$ cat src/rtl/hazard_detection_unit_pkg.sv
// Shared pipeline-control definitions: wait-FSM encoding, register-zero id,
// counter width and the hazard classification used by the priority logic.
package hazard_detection_unit_pkg;

    localparam logic [0:0] RUN      = 1'b0;
    localparam logic [0:0] MEM_WAIT = 1'b1;

    localparam logic [4:0] ZERO_REG = 5'd0;
    localparam int         CNT_W    = 16;

    typedef enum logic [1:0] {
        HZ_NONE,
        HZ_LOAD_USE,
        HZ_BRANCH,
        HZ_MEM_STALL
    } hazardKind_t;

endpackage

$ cat src/rtl/hazard_detection_unit_mem_wait_timer.sv
// Counts cycles spent waiting on data memory and raises a sticky timeout
// once the wait has lasted TIMEOUT_LIMIT cycles with the stall still active.
module mem_wait_timer #(
    parameter int TIMEOUT_LIMIT = 255
) (
    input  logic clk,
    input  logic reset,
    input  logic enterWait,
    input  logic inWait,
    input  logic leaveWait,
    input  logic memStall,
    output logic MemTimeout
);

    localparam logic [7:0] LIMIT = 8'(TIMEOUT_LIMIT);

    logic [7:0] WaitCnt;

    always_ff @(posedge clk) begin
        if (reset) begin
            WaitCnt    <= 8'd0;
            MemTimeout <= 1'b0;
        end else begin
            if (enterWait) begin
                WaitCnt <= 8'd1;
            end else if (leaveWait) begin
                WaitCnt <= 8'd0;
            end else if (inWait && memStall && WaitCnt != 8'hFF) begin
                // Holding at all-ones keeps a very long wait from wrapping.
                WaitCnt <= WaitCnt + 8'd1;
            end
            if (memStall && WaitCnt == LIMIT) begin
                MemTimeout <= 1'b1;
            end
        end
    end

endmodule

$ cat src/rtl/hazard_detection_unit.sv
// Pipeline hazard control: same-cycle stall/flush decisions with priority
// memory-stall > taken-branch > load-use, plus a memory-wait FSM and counters.
module hazard_detection_unit
    import hazard_detection_unit_pkg::*;
#(
    parameter int TIMEOUT_LIMIT = 255
) (
    input  logic             clk,
    input  logic             reset,
    input  logic             MemRead_E,
    input  logic [4:0]       DestinationReg_E,
    input  logic [4:0]       Rs1_D,
    input  logic [4:0]       Rs2_D,
    input  logic             UsesRs1_D,
    input  logic             UsesRs2_D,
    input  logic             BranchTaken_E,
    input  logic             DMemReq_M,
    input  logic             DMemReady,
    output logic             PCWrite,
    output logic             IFIDWrite,
    output logic             IDEXWrite,
    output logic             EXMEMWrite,
    output logic             IFIDFlush,
    output logic             IDEXFlush,
    output logic             MEMWBBubble,
    output logic             MemTimeout,
    output logic [CNT_W-1:0] StallCycles,
    output logic [CNT_W-1:0] FlushCount,
    output logic             FsmState
);

    logic [0:0]  state;
    logic [0:0]  stateNext;
    logic        memStall;
    logic        loadUse;
    hazardKind_t hazardKind;

    assign memStall = DMemReq_M & ~DMemReady;
    assign loadUse  = MemRead_E & (DestinationReg_E != ZERO_REG) &
                      ((UsesRs1_D & (Rs1_D == DestinationReg_E)) |
                       (UsesRs2_D & (Rs2_D == DestinationReg_E)));

    always_comb begin
        hazardKind = HZ_NONE;
        if (memStall) begin
            hazardKind = HZ_MEM_STALL;
        end else if (BranchTaken_E) begin
            hazardKind = HZ_BRANCH;
        end else if (loadUse) begin
            hazardKind = HZ_LOAD_USE;
        end
    end

    always_comb begin
        PCWrite     = 1'b1;
        IFIDWrite   = 1'b1;
        IDEXWrite   = 1'b1;
        EXMEMWrite  = 1'b1;
        IFIDFlush   = 1'b0;
        IDEXFlush   = 1'b0;
        MEMWBBubble = 1'b0;
        if (reset) begin
            // Keep every stage clocking while injecting NOPs so the pipe drains.
            IFIDFlush   = 1'b1;
            IDEXFlush   = 1'b1;
            MEMWBBubble = 1'b1;
        end else begin
            case (hazardKind)
                HZ_MEM_STALL: begin
                    PCWrite     = 1'b0;
                    IFIDWrite   = 1'b0;
                    IDEXWrite   = 1'b0;
                    EXMEMWrite  = 1'b0;
                    MEMWBBubble = 1'b1;
                end
                HZ_BRANCH: begin
                    IFIDFlush = 1'b1;
                    IDEXFlush = 1'b1;
                end
                HZ_LOAD_USE: begin
                    PCWrite   = 1'b0;
                    IFIDWrite = 1'b0;
                    IDEXFlush = 1'b1;
                end
                default: ;
            endcase
        end
    end

    always_comb begin
        stateNext = state;
        case (state)
            RUN:      if (memStall)  stateNext = MEM_WAIT;
            MEM_WAIT: if (DMemReady) stateNext = RUN;
            default:  stateNext = RUN;
        endcase
    end

    always_ff @(posedge clk) begin
        if (reset) begin
            state <= RUN;
        end else begin
            state <= stateNext;
        end
    end

    assign FsmState = state[0];

    always_ff @(posedge clk) begin
        if (reset) begin
            StallCycles <= '0;
            FlushCount  <= '0;
        end else begin
            if (!PCWrite && StallCycles != '1) begin
                StallCycles <= StallCycles + 1'b1;
            end
            if (IFIDFlush && FlushCount != '1) begin
                FlushCount <= FlushCount + 1'b1;
            end
        end
    end

    mem_wait_timer #(
        .TIMEOUT_LIMIT(TIMEOUT_LIMIT)
    ) u_mem_wait_timer (
        .clk        (clk),
        .reset      (reset),
        .enterWait  ((state == RUN) && memStall),
        .inWait     (state == MEM_WAIT),
        .leaveWait  ((state == MEM_WAIT) && DMemReady),
        .memStall   (memStall),
        .MemTimeout (MemTimeout)
    );

endmodule

$ cat config.mk
export PLATFORM = sky130hd
export DESIGN_NAME = hazard_detection_unit
export DESIGN_NICKNAME = d
export VERILOG_FILES = /design/src/rtl/hazard_detection_unit_pkg.sv /design/src/rtl/hazard_detection_unit_mem_wait_timer.sv /design/src/rtl/hazard_detection_unit.sv
export SDC_FILE = /design/constraint.sdc
export NUM_CORES = 1
export LEC_CHECK = 0
export ABC_AREA = 1
export BUFFER_PORTS_ARGS = -buffer_cell sky130_fd_sc_hd__buf_2
export CELL_PAD_IN_SITES_DETAIL_PLACEMENT = 1
export CELL_PAD_IN_SITES_GLOBAL_PLACEMENT = 2
export CORE_MARGIN = 2
export CORE_UTILIZATION = 25
export DETAILED_ROUTE_END_ITERATION = 8
export PLACE_DENSITY = 0.82
export SETUP_SLACK_MARGIN = 0.1
export SYNTH_ARGS = -nofsm -noshare
export SYNTH_HDL_FRONTEND = slang
export SYNTH_SLANG_ARGS = --single-unit
export TNS_END_PERCENT = 50
$ cat constraint.sdc
create_clock -name clk -period 2.1 [get_ports clk]
set_clock_uncertainty 0.2 [all_clocks]
set_input_delay 0.315 -clock clk [delete_from_list [all_inputs] [get_ports clk]]
set_output_delay 0.315 -clock clk [all_outputs]
set_load 0.01 [all_outputs]
Word level (Yosys, flattened, before mapping):

Index checks and enable logic that the tools add are counted.

* flip-flop bits (word level): 42
* logic and storage cells: 58

* add/sub/neg operators: 3
* equality and inequality tests: 9
* mux-type cells: 19
* bitwise logic cells: 8
* reductions and logical operators: 13

Operator list (number)
* adder 16 x 1 -> 16 bit, second input constant: 2
* != test 16 bit, second input constant: 2
* two-way mux 1 bit: 16
* == test 5 bit: 2
* adder 8 x 1 -> 8 bit, second input constant: 1
* == test 8 bit, second input constant: 1
* != test 8 bit, second input constant: 1
* logical AND 1 bit: 7
* bitwise AND 1 bit: 5
* nonzero test 5 bit: 1
* == test 2 bit, second input constant: 2
* two-way mux 2 bit: 2
* OR reduction 2 bit: 2
* nonzero test 3 bit: 1
* OR reduction 3 bit: 1
* == test 2 x 1 -> 1 bit, second input constant: 1
* NOT 1 bit: 2
* case mux 1 bit (2 select lines): 1
* logical NOT 1 bit: 1
* bitwise OR 1 bit: 1

Longest topological paths before layout:

* depth in word-level cells: 13
* gate-level depth with buffers: 13
* gate-level depth less buffers: 12

Cells and area by module:

A second synthesis with hierarchy kept.

* cells, all modules: 441
* area, all modules: 2730.1 um2

By module, submodules not included
* hazard_detection_unit: instances 1, cells an instance 367, area each 2202.1 um2, seq. area each 660.6 um2
* mem_wait_timer: instances 1, cells an instance 74, area each 528.0 um2, seq. area each 180.2 um2

Worst setup path before layout:

OpenSTA, ideal clock, no wires.

* path type: input to output
* start point: in DestinationReg_E[2]
* end point: out IDEXFlush
* arrival time: 1.582 ns
* slack: 0.003 ns
* cell stages on the path: 12
* path buffers: 2
* cell sequence: inv_1 -> nand2_1 -> nand2_1 -> nor2_1 -> nand3_1 -> nand2_1 -> nand2_2 -> nand2_4 -> buf_12 -> buf_12 -> ha_1 -> or2_2

* longest elaborated chain between the ends: 11
* elaborated cells between the ends (all ways): 16
* those cells by class: 4 x eq/ne; 5 x mux; 5 x bitwise; 2 x reduce/logical

RTL lines
* from (decl): RTL line hazard_detection_unit.sv:11 `input logic [4:0] DestinationReg_E,`
* == test 5 bit (on tied branches): RTL line hazard_detection_unit.sv:40, hazard_detection_unit.sv:41
* bitwise AND 1 bit (on tied branches): RTL line hazard_detection_unit.sv:40, hazard_detection_unit.sv:41
* bitwise OR 1 bit: RTL line hazard_detection_unit.sv:40 `((UsesRs1_D & (Rs1_D == DestinationReg_E)) |`
* bitwise AND 1 bit (*): RTL line hazard_detection_unit.sv:39 `assign loadUse = MemRead_E & (DestinationReg_E != ZERO_REG) &`
* two-way mux 1 bit (*): RTL line hazard_detection_unit.sv:49 `end else if (loadUse) begin`
* two-way mux 2 bit (*): RTL line hazard_detection_unit.sv:47 `end else if (BranchTaken_E) begin`
* two-way mux 2 bit (*): RTL line hazard_detection_unit.sv:45 `if (memStall) begin`
* == test 2 x 1 -> 1 bit or == test 2 bit (tied branches): RTL line hazard_detection_unit.sv:68 `case (hazardKind)`
* OR reduction 2 bit (no source line) (*)
* two-way mux 1 bit (*): RTL line hazard_detection_unit.sv:68
* two-way mux 1 bit (*): RTL line hazard_detection_unit.sv:62 `if (reset) begin`
* to (decl): RTL line hazard_detection_unit.sv:24 `output logic IDEXFlush,`

Every way passes the cells marked *; elsewhere a longest branch is shown, timed or not.

Final worst setup path:

* start point: in DestinationReg_E[1]
* end point: out IDEXFlush

Same word-level chain as after synthesis.

==> results.md <==
- Outcome: finished clean
- Number of design rule violations left after detail routing: 0
- Wire length of the first global-routing pass: 12.9 mm
- Leakage power summed over all cells: 1.60 nW
- Most common library cell in the layout ignoring fill and taps: nand2_1
- Clk sink count: 42
- Seq cells post-synth: 42
- Worst hold slack after final layout: between 0.15 and 0.2 ns
- Antenna violations before repair: 0
- Global routing usage summed across all routing layers: 0.140
- Net total in the final layout: roughly 500
- Top cells by area, synth: dfxtp_1 (32%), nand2_1 (13%), nor2_1 (8.4%), inv_1 (8.2%), nand3_1 (4.6%)
- Vias in the first global route: approximately 2900
- TritonCTS clock tree: built
- Final hold violation count: 0
- Number of nets with antenna violations after routing: 0
- Fraction of post-synthesis cell area in the top cell type by area: 0.324
- Cell at the root of the clock tree: clkbuf_8
- Number of standard cells after synthesis: 398
- Avg Inst Size Synth: ~6.5 sq um
- Detailed Place HPWL: 5.95 mm
- Critical path launch point type: input port
- Number of max-cap violations: 0
- Chip width: 106 um
- Routed wire length: around 7.7 mm
- Fin crit period: approximately 2.0 ns
- Top fanout value on the critical path: 4
- HP Class: input port to flop
- Routability-driven placement congestion ratio: 0.758
- Area enclosed by the die boundary: 11200 sq um
- CP Class: input port to output pin
- Iteration-0 DRC count of the detailed router: 64
- Post-synth net total: 425
- Final worst path period share: 0.954
- Hold Path Origin: DMemReady
- Arrival @ worst endpoint: roughly 1.5 ns
- Setup fix buffers added after clock tree synthesis: 0
- Number of cells in the finished layout apart from fillers: 613
- TritonRoute pass-1 iters: 4
- Worst Hold Depth: 4
- Count of standard-cell rows: 37
- Rel. slew slack: 0.690
- Die Y-Extent: between 100 and 150 um
- Worst reg-to-reg setup slack: 0.25 ns
- Diode count: 0
- Placed cells: 604
- Capturing element type of the critical path: output pin
- Area of the core: 10200 sq um
- Synth warn: 0
- Detail-routed net length per standard cell: 12.6 um
- Slew at the pin closest to its max-slew limit: 0.463 ns
- Top-level I/O count: 64
- Endpoint with the worst hold slack: u_mem_wait_timer.WaitCnt[0]
- CTS buffer count: 5
- Final setup violation count: 0
- Via-to-Cell Ratio: 4.55
- # port buffers: 63
- Part of the Yosys area used for sequential elements: 0.324
- Vias post-DR: 2790
- Cell type with the largest total area after synthesis: dfxtp_1
- Number of buffers on the longest clock path: 2
- Placement Setup Slack: -0.0310 ns
- Setup ws final: between 0.09 and 0.1 ns
- Power, Total: 1.69 mW
- Clock Pin Slew Worst Setup and Hold Paths: 0.08 ns
- Clock latency at the later pin of the worst-skew pair: roughly 0.3 ns
- Maximum clock frequency: roughly 500 MHz
- Area growth from synthesis to layout: 33.4%
- Overall overflow remaining after global route: 0
- Share of final-layout standard cells stronger than drive strength 1: 0.331
- Starting density of the core: 0.255
- Final sum of negative setup slack: 0 ns
- R2R depth: 9
- Most frequent cells in the layout: nand2_1 (79), inv_1 (53), nor2_1 (50)
- Netlist area before placement: 2600 sq um
- Required time of the critical path: 1.58 ns
- Maximum VDD drop: 0.224 mV
- Terminus of the critical flop-to-flop path: u_mem_wait_timer.WaitCnt[5]
- H-tree depth: 2
- Final Max Tran Viols: 0
- Setup repair after global routing missed its margin: true
- Worst reg2reg startpoint: u_mem_wait_timer.WaitCnt[0]
- Pin count of the biggest net entering global routing: 28
- Unique masters post-synth: 37
- Power density relative to cell area: 489 nW/um^2
- Number of fill cells: 1314
[routing by layer]
layer | up-vias | track usage | share of wire
met5 | - | 0 | 0
met4 | 0 | 0.0461 | 0.019
li1 | 1411 | - | -
met3 | 10 | 0.0270 | 0.035
met1 | 1319 | 0.163 | 0.45
met2 | 50 | 0.258 | 0.50
[sequential cells by signal, indices dropped and copies added, names as in the netlist]
signal                       cells
StallCycles                     16
FlushCount                      16
u_mem_wait_timer.WaitCnt         8
u_mem_wait_timer.MemTimeout      1
FsmState                         1
[synthesized netlist by cell type]
cell      count
nor4_1        1
nor2_4        1
ha_1          4
o21ai_0      13
clkinv_2      1
and3_1        1
and2_1        1
nand2_2       7
nand3_4       2
or2_2         2
nor3b_1       1
clkbuf_1      2
xnor2_1       1
buf_4         4
nor2_2        4
nor3_1        7
nand4_1      11
nand2_1      92
xor2_1        6
nor3_4        1
a21boi_0      1
inv_2         8
a31oi_1       3
nand3_2       7
dfxtp_1      42
nand3_1      24
o21ai_1       4
o21a_1        1
nor3_2        3
inv_1        57
nand2_4       1
nor2_1       58
buf_12        2
buf_2         1
o21ai_2       1
a21oi_1      22
o21bai_1      1
[worst max path at each step]
stage	startpoint	end	slack (ns)	depth (start not counted)
final	DestinationReg_E[1]	IDEXFlush	0.1	11
after CTS	DestinationReg_E[2]	IDEXFlush	0.09	12
after detailed placement	DestinationReg_E[0]	IDEXFlush	-0.03	11
after global routing	DestinationReg_E[0]	MEMWBBubble	0.002	10
after global placement	DestinationReg_E[3]	IDEXFlush	0.02	12
after floorplan	Rs1_D[0]	IDEXFlush	0.11	12
[kinds of logic after synthesis]
kind of cell               share of synthesized area
and+or+nand+nor                                0.411
buffers and inverters                          0.128
AOI/OAI and AO/OA                             0.0944
DFF                                            0.324
xor gates and xnor gates                      0.0236
adders and majority gates                     0.0193
[worst max-delay path, stage by stage]
cell,delay (ns)
buf_8,0.11
nand2_2,0.06
nand2_2,0.05
nor2_2,0.13
nand3_1,0.10
nand2_2,0.07
nand2_2,0.06
nand2_4,0.07
ha_4,0.19
or2_4,0.23
buf_6,0.12
[where the power goes]
| group | internal (mW) | switching, mW |
|---|---|---|
| logic | 0.114 | 0.139 |
| registers | 0.808 | 0.0110 |
| clock network | 0.332 | 0.289 |
| total | 1.25 | 0.440 |
[area by class of cell]
| type | count | area (sq um) | share of cell area |
|---|---|---|---|
| flip-flops and latches | 42 | 843 | 0.243 |
| clock buffers | 8 | 110 | 0.0318 |
| inverters | 66 | 259 | 0.0748 |
| well taps | 136 | 170 | 0.0491 |
| multi-input cells | 282 | 1540 | 0.444 |
| repair buffers | 79 | 544 | 0.157 |
[through the flow]
stage               instance area, sq um   util
floorplan                           2610      -
global placement                    3140  0.308
detailed placement                  3140  0.308
CTS                                 3330  0.327
global route                        3460  0.340
finish                              3460  0.340
[timing repair]
action / CTS / global route
hold buffers: 0 / 0
cloned: 0 / 1
gates resized for setup: 23 / 37
pin swaps: 18 / 5
setup endpoints to repair: 5 / 27
(Power assumes the default switching activity.)
